File: config.mk
export PLATFORM = sky130hd
export DESIGN_NAME = fp_mult_pipe
export DESIGN_NICKNAME = d
export VERILOG_FILES = /design/src/rtl/fp_mult_pipe_pkg.sv /design/src/rtl/fp_mult_pipe_round_exc.sv /design/src/rtl/fp_mult_pipe.sv
export SDC_FILE = /design/constraint.sdc
export NUM_CORES = 2
export LEC_CHECK = 0
export BUFFER_PORTS_ARGS = -buffer_cell sky130_fd_sc_hd__buf_2
export CAP_MARGIN = 20
export CORE_ASPECT_RATIO = 1.4
export CORE_MARGIN = 5
export CORE_UTILIZATION = 60
export CTS_CLUSTER_SIZE = 20
export DETAILED_ROUTE_END_ITERATION = 10
export PLACE_DENSITY = 0.85
export SYNTH_ARGS = -nofsm -noshare
export SYNTH_HDL_FRONTEND = slang
export SYNTH_SLANG_ARGS = --single-unit
File: constraint.sdc
create_clock -name clk -period 8.8 [get_ports clk]
set_input_delay 1.32 -clock clk [delete_from_list [all_inputs] [get_ports clk]]
set_output_delay 1.32 -clock clk [all_outputs]
set_load 0.005 [all_outputs]
File: src/rtl/fp_mult_pipe_pkg.sv
// Shared definitions for the pipelined floating-point multiplier: rounding
// modes, status bit positions and constructors for special encodings.
package fp_mult_pipe_pkg;

  typedef enum logic [2:0] {
    RND_NEAR    = 3'd0,
    RND_ZERO    = 3'd1,
    RND_PINF    = 3'd2,
    RND_NINF    = 3'd3,
    RND_NEAR_UP = 3'd4,
    RND_AWAY    = 3'd5
  } round_mode_e;

  localparam int ST_ZERO    = 0;
  localparam int ST_INF     = 1;
  localparam int ST_NAN     = 2;
  localparam int ST_TINY    = 3;
  localparam int ST_HUGE    = 4;
  localparam int ST_INEXACT = 5;

  // Encodings are built in a 64-bit container; callers truncate to their word width.
  function automatic logic [63:0] fp_qnan(input int exp_w, input int man_w);
    return (((64'd1 << exp_w) - 64'd1) << man_w) | (64'd1 << (man_w - 1));
  endfunction

  function automatic logic [63:0] fp_max_finite(input logic s, input int exp_w, input int man_w);
    return (64'(s) << (exp_w + man_w)) | (((64'd1 << exp_w) - 64'd2) << man_w) |
           ((64'd1 << man_w) - 64'd1);
  endfunction

  function automatic logic [63:0] fp_min_norm(input logic s, input int exp_w, input int man_w);
    return (64'(s) << (exp_w + man_w)) | (64'd1 << man_w);
  endfunction

endpackage

File: src/rtl/fp_mult_pipe_round_exc.sv
// Final-stage combinational rounding and exception resolution for the multiplier.
module fp_round_exc
  import fp_mult_pipe_pkg::*;
#(
  parameter int EXP_W = 8,
  parameter int MAN_W = 23
) (
  input  logic                      sign,
  input  logic                      nan,
  input  logic                      inf,
  input  logic                      zero,
  input  logic signed [EXP_W+1:0]   exp,
  input  logic [MAN_W-1:0]          man,
  input  logic                      guard,
  input  logic                      sticky,
  input  logic [2:0]                rnd,
  output logic [EXP_W+MAN_W:0]      z,
  output logic [7:0]                status
);

  localparam int W  = 1 + EXP_W + MAN_W;
  localparam int EW = EXP_W + 2;
  localparam logic signed [EW-1:0] EXP_MAX  = EW'((1 << EXP_W) - 2);
  localparam logic signed [EW-1:0] EXP_MIN  = EW'(1);
  localparam logic [EXP_W-1:0]     EXP_ONES = '1;
  localparam logic [W-1:0]         QNAN     = W'(fp_qnan(EXP_W, MAN_W));

  function automatic logic round_inc(input logic [2:0] mode, input logic s, input logic lsb,
                                     input logic g, input logic st);
    case (mode)
      RND_ZERO:    return 1'b0;
      RND_PINF:    return !s && (g || st);
      RND_NINF:    return s && (g || st);
      RND_NEAR_UP: return g && (st || !s);
      RND_AWAY:    return g || st;
      default:     return g && (st || lsb);
    endcase
  endfunction

  // Overflow saturates to the largest finite value only when the mode rounds toward zero.
  function automatic logic ovf_to_inf(input logic [2:0] mode, input logic s);
    case (mode)
      RND_ZERO: return 1'b0;
      RND_PINF: return !s;
      RND_NINF: return s;
      default:  return 1'b1;
    endcase
  endfunction

  logic                 inc;
  logic                 to_inf;
  logic [MAN_W:0]       man_r;
  logic signed [EW-1:0] exp_r;

  always_comb begin
    inc    = round_inc(rnd, sign, man[0], guard, sticky);
    man_r  = {1'b0, man} + {{MAN_W{1'b0}}, inc};
    exp_r  = exp + $signed({{(EW-1){1'b0}}, man_r[MAN_W]});
    to_inf = ovf_to_inf(rnd, sign);
  end

  always_comb begin
    z      = '0;
    status = '0;
    if (nan) begin
      z               = QNAN;
      status[ST_NAN]  = 1'b1;
    end else if (inf) begin
      z               = {sign, EXP_ONES, {MAN_W{1'b0}}};
      status[ST_INF]  = 1'b1;
    end else if (zero) begin
      z               = {sign, {(W-1){1'b0}}};
      status[ST_ZERO] = 1'b1;
    end else if (exp < EXP_MIN) begin
      status[ST_TINY]    = 1'b1;
      status[ST_INEXACT] = 1'b1;
      case (rnd)
        RND_AWAY: z = W'(fp_min_norm(sign, EXP_W, MAN_W));
        RND_PINF: z = sign ? {1'b1, {(W-1){1'b0}}} : W'(fp_min_norm(1'b0, EXP_W, MAN_W));
        RND_NINF: z = sign ? W'(fp_min_norm(1'b1, EXP_W, MAN_W)) : '0;
        default:  z = {sign, {(W-1){1'b0}}};
      endcase
      status[ST_ZERO] = (z[W-2:0] == '0);
    end else if (exp_r > EXP_MAX) begin
      status[ST_HUGE]    = 1'b1;
      status[ST_INEXACT] = 1'b1;
      status[ST_INF]     = to_inf;
      z = to_inf ? {sign, EXP_ONES, {MAN_W{1'b0}}} : W'(fp_max_finite(sign, EXP_W, MAN_W));
    end else begin
      // A mantissa carry-out leaves man_r low bits at zero and bumps exp_r.
      z                  = {sign, exp_r[EXP_W-1:0], man_r[MAN_W-1:0]};
      status[ST_INEXACT] = guard | sticky;
    end
  end

endmodule

File: src/rtl/fp_mult_pipe.sv
// Three-stage floating-point multiplier with a single global advance/stall signal.
module fp_mult_pipe
  import fp_mult_pipe_pkg::*;
#(
  parameter int EXP_W = 8,
  parameter int MAN_W = 23
) (
  input  logic                 clk,
  input  logic                 rst,
  input  logic                 in_valid,
  output logic                 in_ready,
  input  logic [EXP_W+MAN_W:0] a,
  input  logic [EXP_W+MAN_W:0] b,
  input  logic [2:0]           round,
  output logic                 out_valid,
  input  logic                 out_ready,
  output logic [EXP_W+MAN_W:0] z,
  output logic [7:0]           status
);

  localparam int W  = 1 + EXP_W + MAN_W;
  localparam int EW = EXP_W + 2;
  localparam int PW = 2 * (MAN_W + 1);
  localparam logic signed [EW-1:0] BIAS    = EW'((1 << (EXP_W - 1)) - 1);
  localparam logic signed [EW-1:0] EXP_ONE = EW'(1);

  logic advance;
  assign advance  = !out_valid || out_ready;
  assign in_ready = advance;

  logic [EXP_W-1:0]     a_exp, b_exp;
  logic                 a_zero, b_zero, a_inf, b_inf, a_nan, b_nan;
  logic                 cls_nan, cls_inf, cls_zero;
  logic [MAN_W:0]       man_a, man_b;
  logic [PW-1:0]        prod;
  logic signed [EW-1:0] exp_a_s, exp_b_s, exp_sum;

  // Exponent field zero covers both true zero and denormals, which are flushed.
  always_comb begin
    a_exp    = a[W-2:MAN_W];
    b_exp    = b[W-2:MAN_W];
    a_zero   = (a_exp == '0);
    b_zero   = (b_exp == '0);
    a_inf    = (&a_exp) && !(|a[MAN_W-1:0]);
    b_inf    = (&b_exp) && !(|b[MAN_W-1:0]);
    a_nan    = (&a_exp) && (|a[MAN_W-1:0]);
    b_nan    = (&b_exp) && (|b[MAN_W-1:0]);
    cls_nan  = a_nan || b_nan || (a_inf && b_zero) || (a_zero && b_inf);
    cls_inf  = !cls_nan && (a_inf || b_inf);
    cls_zero = !cls_nan && !cls_inf && (a_zero || b_zero);
    man_a    = {1'b1, a[MAN_W-1:0]};
    man_b    = {1'b1, b[MAN_W-1:0]};
    prod     = PW'(man_a) * PW'(man_b);
    exp_a_s  = {2'b00, a_exp};
    exp_b_s  = {2'b00, b_exp};
    exp_sum  = exp_a_s + exp_b_s - BIAS;
  end

  // ---- S1: unpack / classify / multiply ----
  logic                 vld_p0, sign_p0, nan_p0, inf_p0, zero_p0;
  logic signed [EW-1:0] exp_p0;
  logic [PW-1:0]        prod_p0;
  logic [2:0]           rnd_p0;

  always_ff @(posedge clk) begin
    if (rst)          vld_p0 <= 1'b0;
    else if (advance) vld_p0 <= in_valid;
  end

  always_ff @(posedge clk) begin
    if (advance) begin
      sign_p0 <= a[W-1] ^ b[W-1];
      nan_p0  <= cls_nan;
      inf_p0  <= cls_inf;
      zero_p0 <= cls_zero;
      exp_p0  <= exp_sum;
      prod_p0 <= prod;
      rnd_p0  <= round;
    end
  end

  logic                 shift_n;
  logic signed [EW-1:0] exp_n;
  logic [MAN_W-1:0]     frac_n;
  logic                 guard_n, sticky_n;

  // Product lies in [1,4); a set MSB means one extra bit of integer part.
  always_comb begin
    shift_n = prod_p0[PW-1];
    if (shift_n) begin
      exp_n    = exp_p0 + EXP_ONE;
      frac_n   = prod_p0[PW-2 -: MAN_W];
      guard_n  = prod_p0[MAN_W];
      sticky_n = |prod_p0[MAN_W-1:0];
    end else begin
      exp_n    = exp_p0;
      frac_n   = prod_p0[PW-3 -: MAN_W];
      guard_n  = prod_p0[MAN_W-1];
      sticky_n = |prod_p0[MAN_W-2:0];
    end
  end

  // ---- S2: normalise, guard/sticky ----
  logic                 vld_p1, sign_p1, nan_p1, inf_p1, zero_p1, guard_p1, sticky_p1;
  logic signed [EW-1:0] exp_p1;
  logic [MAN_W-1:0]     frac_p1;
  logic [2:0]           rnd_p1;

  always_ff @(posedge clk) begin
    if (rst)          vld_p1 <= 1'b0;
    else if (advance) vld_p1 <= vld_p0;
  end

  always_ff @(posedge clk) begin
    if (advance) begin
      sign_p1   <= sign_p0;
      nan_p1    <= nan_p0;
      inf_p1    <= inf_p0;
      zero_p1   <= zero_p0;
      exp_p1    <= exp_n;
      frac_p1   <= frac_n;
      guard_p1  <= guard_n;
      sticky_p1 <= sticky_n;
      rnd_p1    <= rnd_p0;
    end
  end

  logic [W-1:0] z_s3;
  logic [7:0]   status_s3;

  fp_round_exc #(.EXP_W(EXP_W), .MAN_W(MAN_W)) u_round_exc (
    .sign   (sign_p1),
    .nan    (nan_p1),
    .inf    (inf_p1),
    .zero   (zero_p1),
    .exp    (exp_p1),
    .man    (frac_p1),
    .guard  (guard_p1),
    .sticky (sticky_p1),
    .rnd    (rnd_p1),
    .z      (z_s3),
    .status (status_s3)
  );

  // ---- S3: round / exceptions / output register ----
  logic         vld_p2;
  logic [W-1:0] z_p2;
  logic [7:0]   status_p2;

  always_ff @(posedge clk) begin
    if (rst) begin
      vld_p2    <= 1'b0;
      z_p2      <= '0;
      status_p2 <= '0;
    end else if (advance) begin
      vld_p2    <= vld_p1;
      z_p2      <= z_s3;
      status_p2 <= status_s3;
    end
  end

  assign out_valid = vld_p2;
  assign z         = z_p2;
  assign status    = status_p2;

endmodule

==> summary.txt <==
Outcome
  – Status: finished, final reports clean

Timing
  – Max Slew Vio Count: 0
  – Min cycle time layout: between 8 and 9 ns
  – Worst-Margin Slew: 0.974 ns
  – Final hold vios: 0
  – RSZ-0062 raised after global routing: no
  – Final cycle utilization of the critical path: 0.918
  – Fmax achieved: ~120 MHz
  – Post-Route Setup TNS: 0 ns
  – Worst slew margin: 0.351
  – Final setup vio count: 0
  – Worst Skew: about 0.0076 ns

Logic synthesis
  – Async SR Flop Fraction: 0
  – Post-synth EDFFs: approximately 110
  – Yosys warns: 0
  – Post-Synthesis Mean Instance Area: ~9.4 µm²
  – Gate Count Post-Synth: between 2000 and 3000
  – Yosys cell types: a little over 70
  – Synth Register Bits: about 150
  – Cell area after synthesis: between 20000 and 30000 µm²
  – Main synth FF type: edfxtp_1
  – Sequential-to-total area share from yosys stat: 0.159

GRT
  – Global-route wire length before repair: approximately 110000 µm
  – Global Route Usage Sum: 0.303
  – Largest net degree at the start of global routing: between 80 and 90
  – Vias in the first global route: between 20000 and 25000
  – Gr ovfl total: 0
  – Antenna violations before repair: 2

Clocking
  – Sink Count: around 150
  – CTS tree: yes
  – CTS root buf: clkbuf_16
  – Worst skew pair latency: ~0.43 ns
  – Hold Buf Count CTS: 0
  – H-Tree Depth: 4
  – CTS Buf Count: 17
  – CTS clk-pin slew, worst paths: around 0.060 ns
  – Post-CTS Setup Bufs: 0
  – Clk buf depth: 2
  – CTS resizes: 0

Worst setup path
  – Crit-path max FO: 10
  – Critical path launch point type: primary input
  – CP endpoint kind: flip-flop
  – Worst path most repeated cell: fa_1
  – Slowest cell on crit path: fa_1
  – CP top delay family: adder cells
  – Critical Path AT: ~8.3 ns
  – Crit path cell chain: buf_2 > inv_1 > nor2_1 > fa_1 > fa_1 > inv_1 > fa_1 > fa_1 > inv_1 > fa_1 > fa_1 > inv_1 > fa_1 > inv_1 > ha_1 > nand2_1 > nor2_1 > nand3_1 > a211oi_2 > nor3_2 > nor3_1 > o21ai_0 > a211o_1
  – Crit Path Class: in2reg
  – Reg-to-reg slack, setup: 3.59 ns
  – CP peak stage delay: 0.55 ns
  – WP buf/inv: 6
  – Required @ worst endpoint: between 8 and 9 ns

Floorplan
  – Initial Util: 0.603
  – I/O pin total: around 110
  – Die area: between 40000 and 50000 µm²
  – Die Width: approximately 180 µm
  – Floorplan core area: about 42000 µm²
  – Num rows: 89
  – Die height: between 200 and 300 µm

Placed design
  – Gp weighted congestion: between 0.9 and 1
  – I/O Buffers: 110
  – Detailed Place HPWL: roughly 54000 µm

Detailed routing
  – Drt total wl: just under 70000 µm
  – Vias per inst: just under 6
  – Pre-antenna DRT Iters: 6
  – Post-DRT Antenna Nets: 0
  – DR WL/cell: just over 20 µm
  – Via count: 19117
  – DR iter-0 viols: 1503
  – Drc violations: 0

Final layout
  – Most common cell after layout, fill and taps aside: inv_1
  – Area Growth Syn to Fin: 6.63%
  – Layout net count: ~3500
  – Share of layout cells above drive strength 1: 0.0843
  – Most frequent cells in the layout: inv_1, fa_1, nand2_1

Hold path
  – Hold Crit Class: reg2reg

Run
  – Max-Cap Viols: 0
[cells by family (layout without fill, tap and decap cells)]
kind of cell,after synthesis,in the layout,synth area share
flops,148,148,0.159
xor+xnor,86,86,0.0297
buf+inv,724,788,0.108
fa+ha+maj,677,677,0.478
simple gates,802,802,0.154
mux,25,25,0.0111
other cells,1,4,0.000148
compound gates,236,236,0.0593
[worst paths after layout]
check | endpoint | start | cells after the start
min | nan_p1 | nan_p0 | 0
min reg2reg | nan_p1 | nan_p0 | 0
max reg2reg | z[0] | rnd_p1[1] | 24
max | prod_p0[46] | a[22] | 23
[cells in the mapped netlist, types with 25 or more instances]
master,instances,area share
xnor2_1,63,0.022
clkbuf_1,105,0.016
nor2_1,104,0.015
edfxtp_1,107,0.13
mux2_2,25,0.011
nand2_1,333,0.049
dfxtp_1,41,0.032
fa_1,483,0.38
nand3_1,31,0.0061
o21ai_1,34,0.0067
and2_1,236,0.058
a21oi_1,92,0.018
ha_1,194,0.096
inv_1,601,0.089
[flip-flops by register name, summed over array words and instances (netlist names), 3 cells and up]
name and count:
exp_p0 10, exp_p1 10, frac_p1 23, prod_p0 48, rnd_p0 3, rnd_p1 3
status 6, z 32
[metal layers]
metal,GRT usage,part of all wire
met5,0,0
met1,0.348,0.35
met4,0.195,0.082
met3,0.0614,0.087
met2,0.515,0.49
[layout make-up]
type | instances | area (µm²)
antenna | 2 | 5.00
clock buffer | 19 | 433
clock inverter | 13 | 149
fill | 3241 | 15000
inverter | 607 | 2280
multi-input combinational | 1828 | 18600
sequential | 148 | 4030
tap | 546 | 683
timing repair buffer | 149 | 863
[per-stage QoR]
stage | utilization | area, µm² | hold WS, ns | instances | worst slack (ns)
after detailed placement | 0.629 | 26400 | 0.407 | 3277 | 0.372
after floorplan | - | 25300 | 0.400 | 2700 | 1.11
after global routing | 0.643 | 27000 | 0.432 | 3312 | 0.496
after CTS | 0.643 | 27000 | 0.431 | 3309 | 0.819
final | 0.643 | 27000 | 0.431 | 3312 | 0.723
after global placement | 0.629 | 26400 | 0.404 | 3277 | 0.613
Power is left out: the tool's default activity adds up to more than one toggle a clock period on the data nets, which glitch-free logic cannot reach.
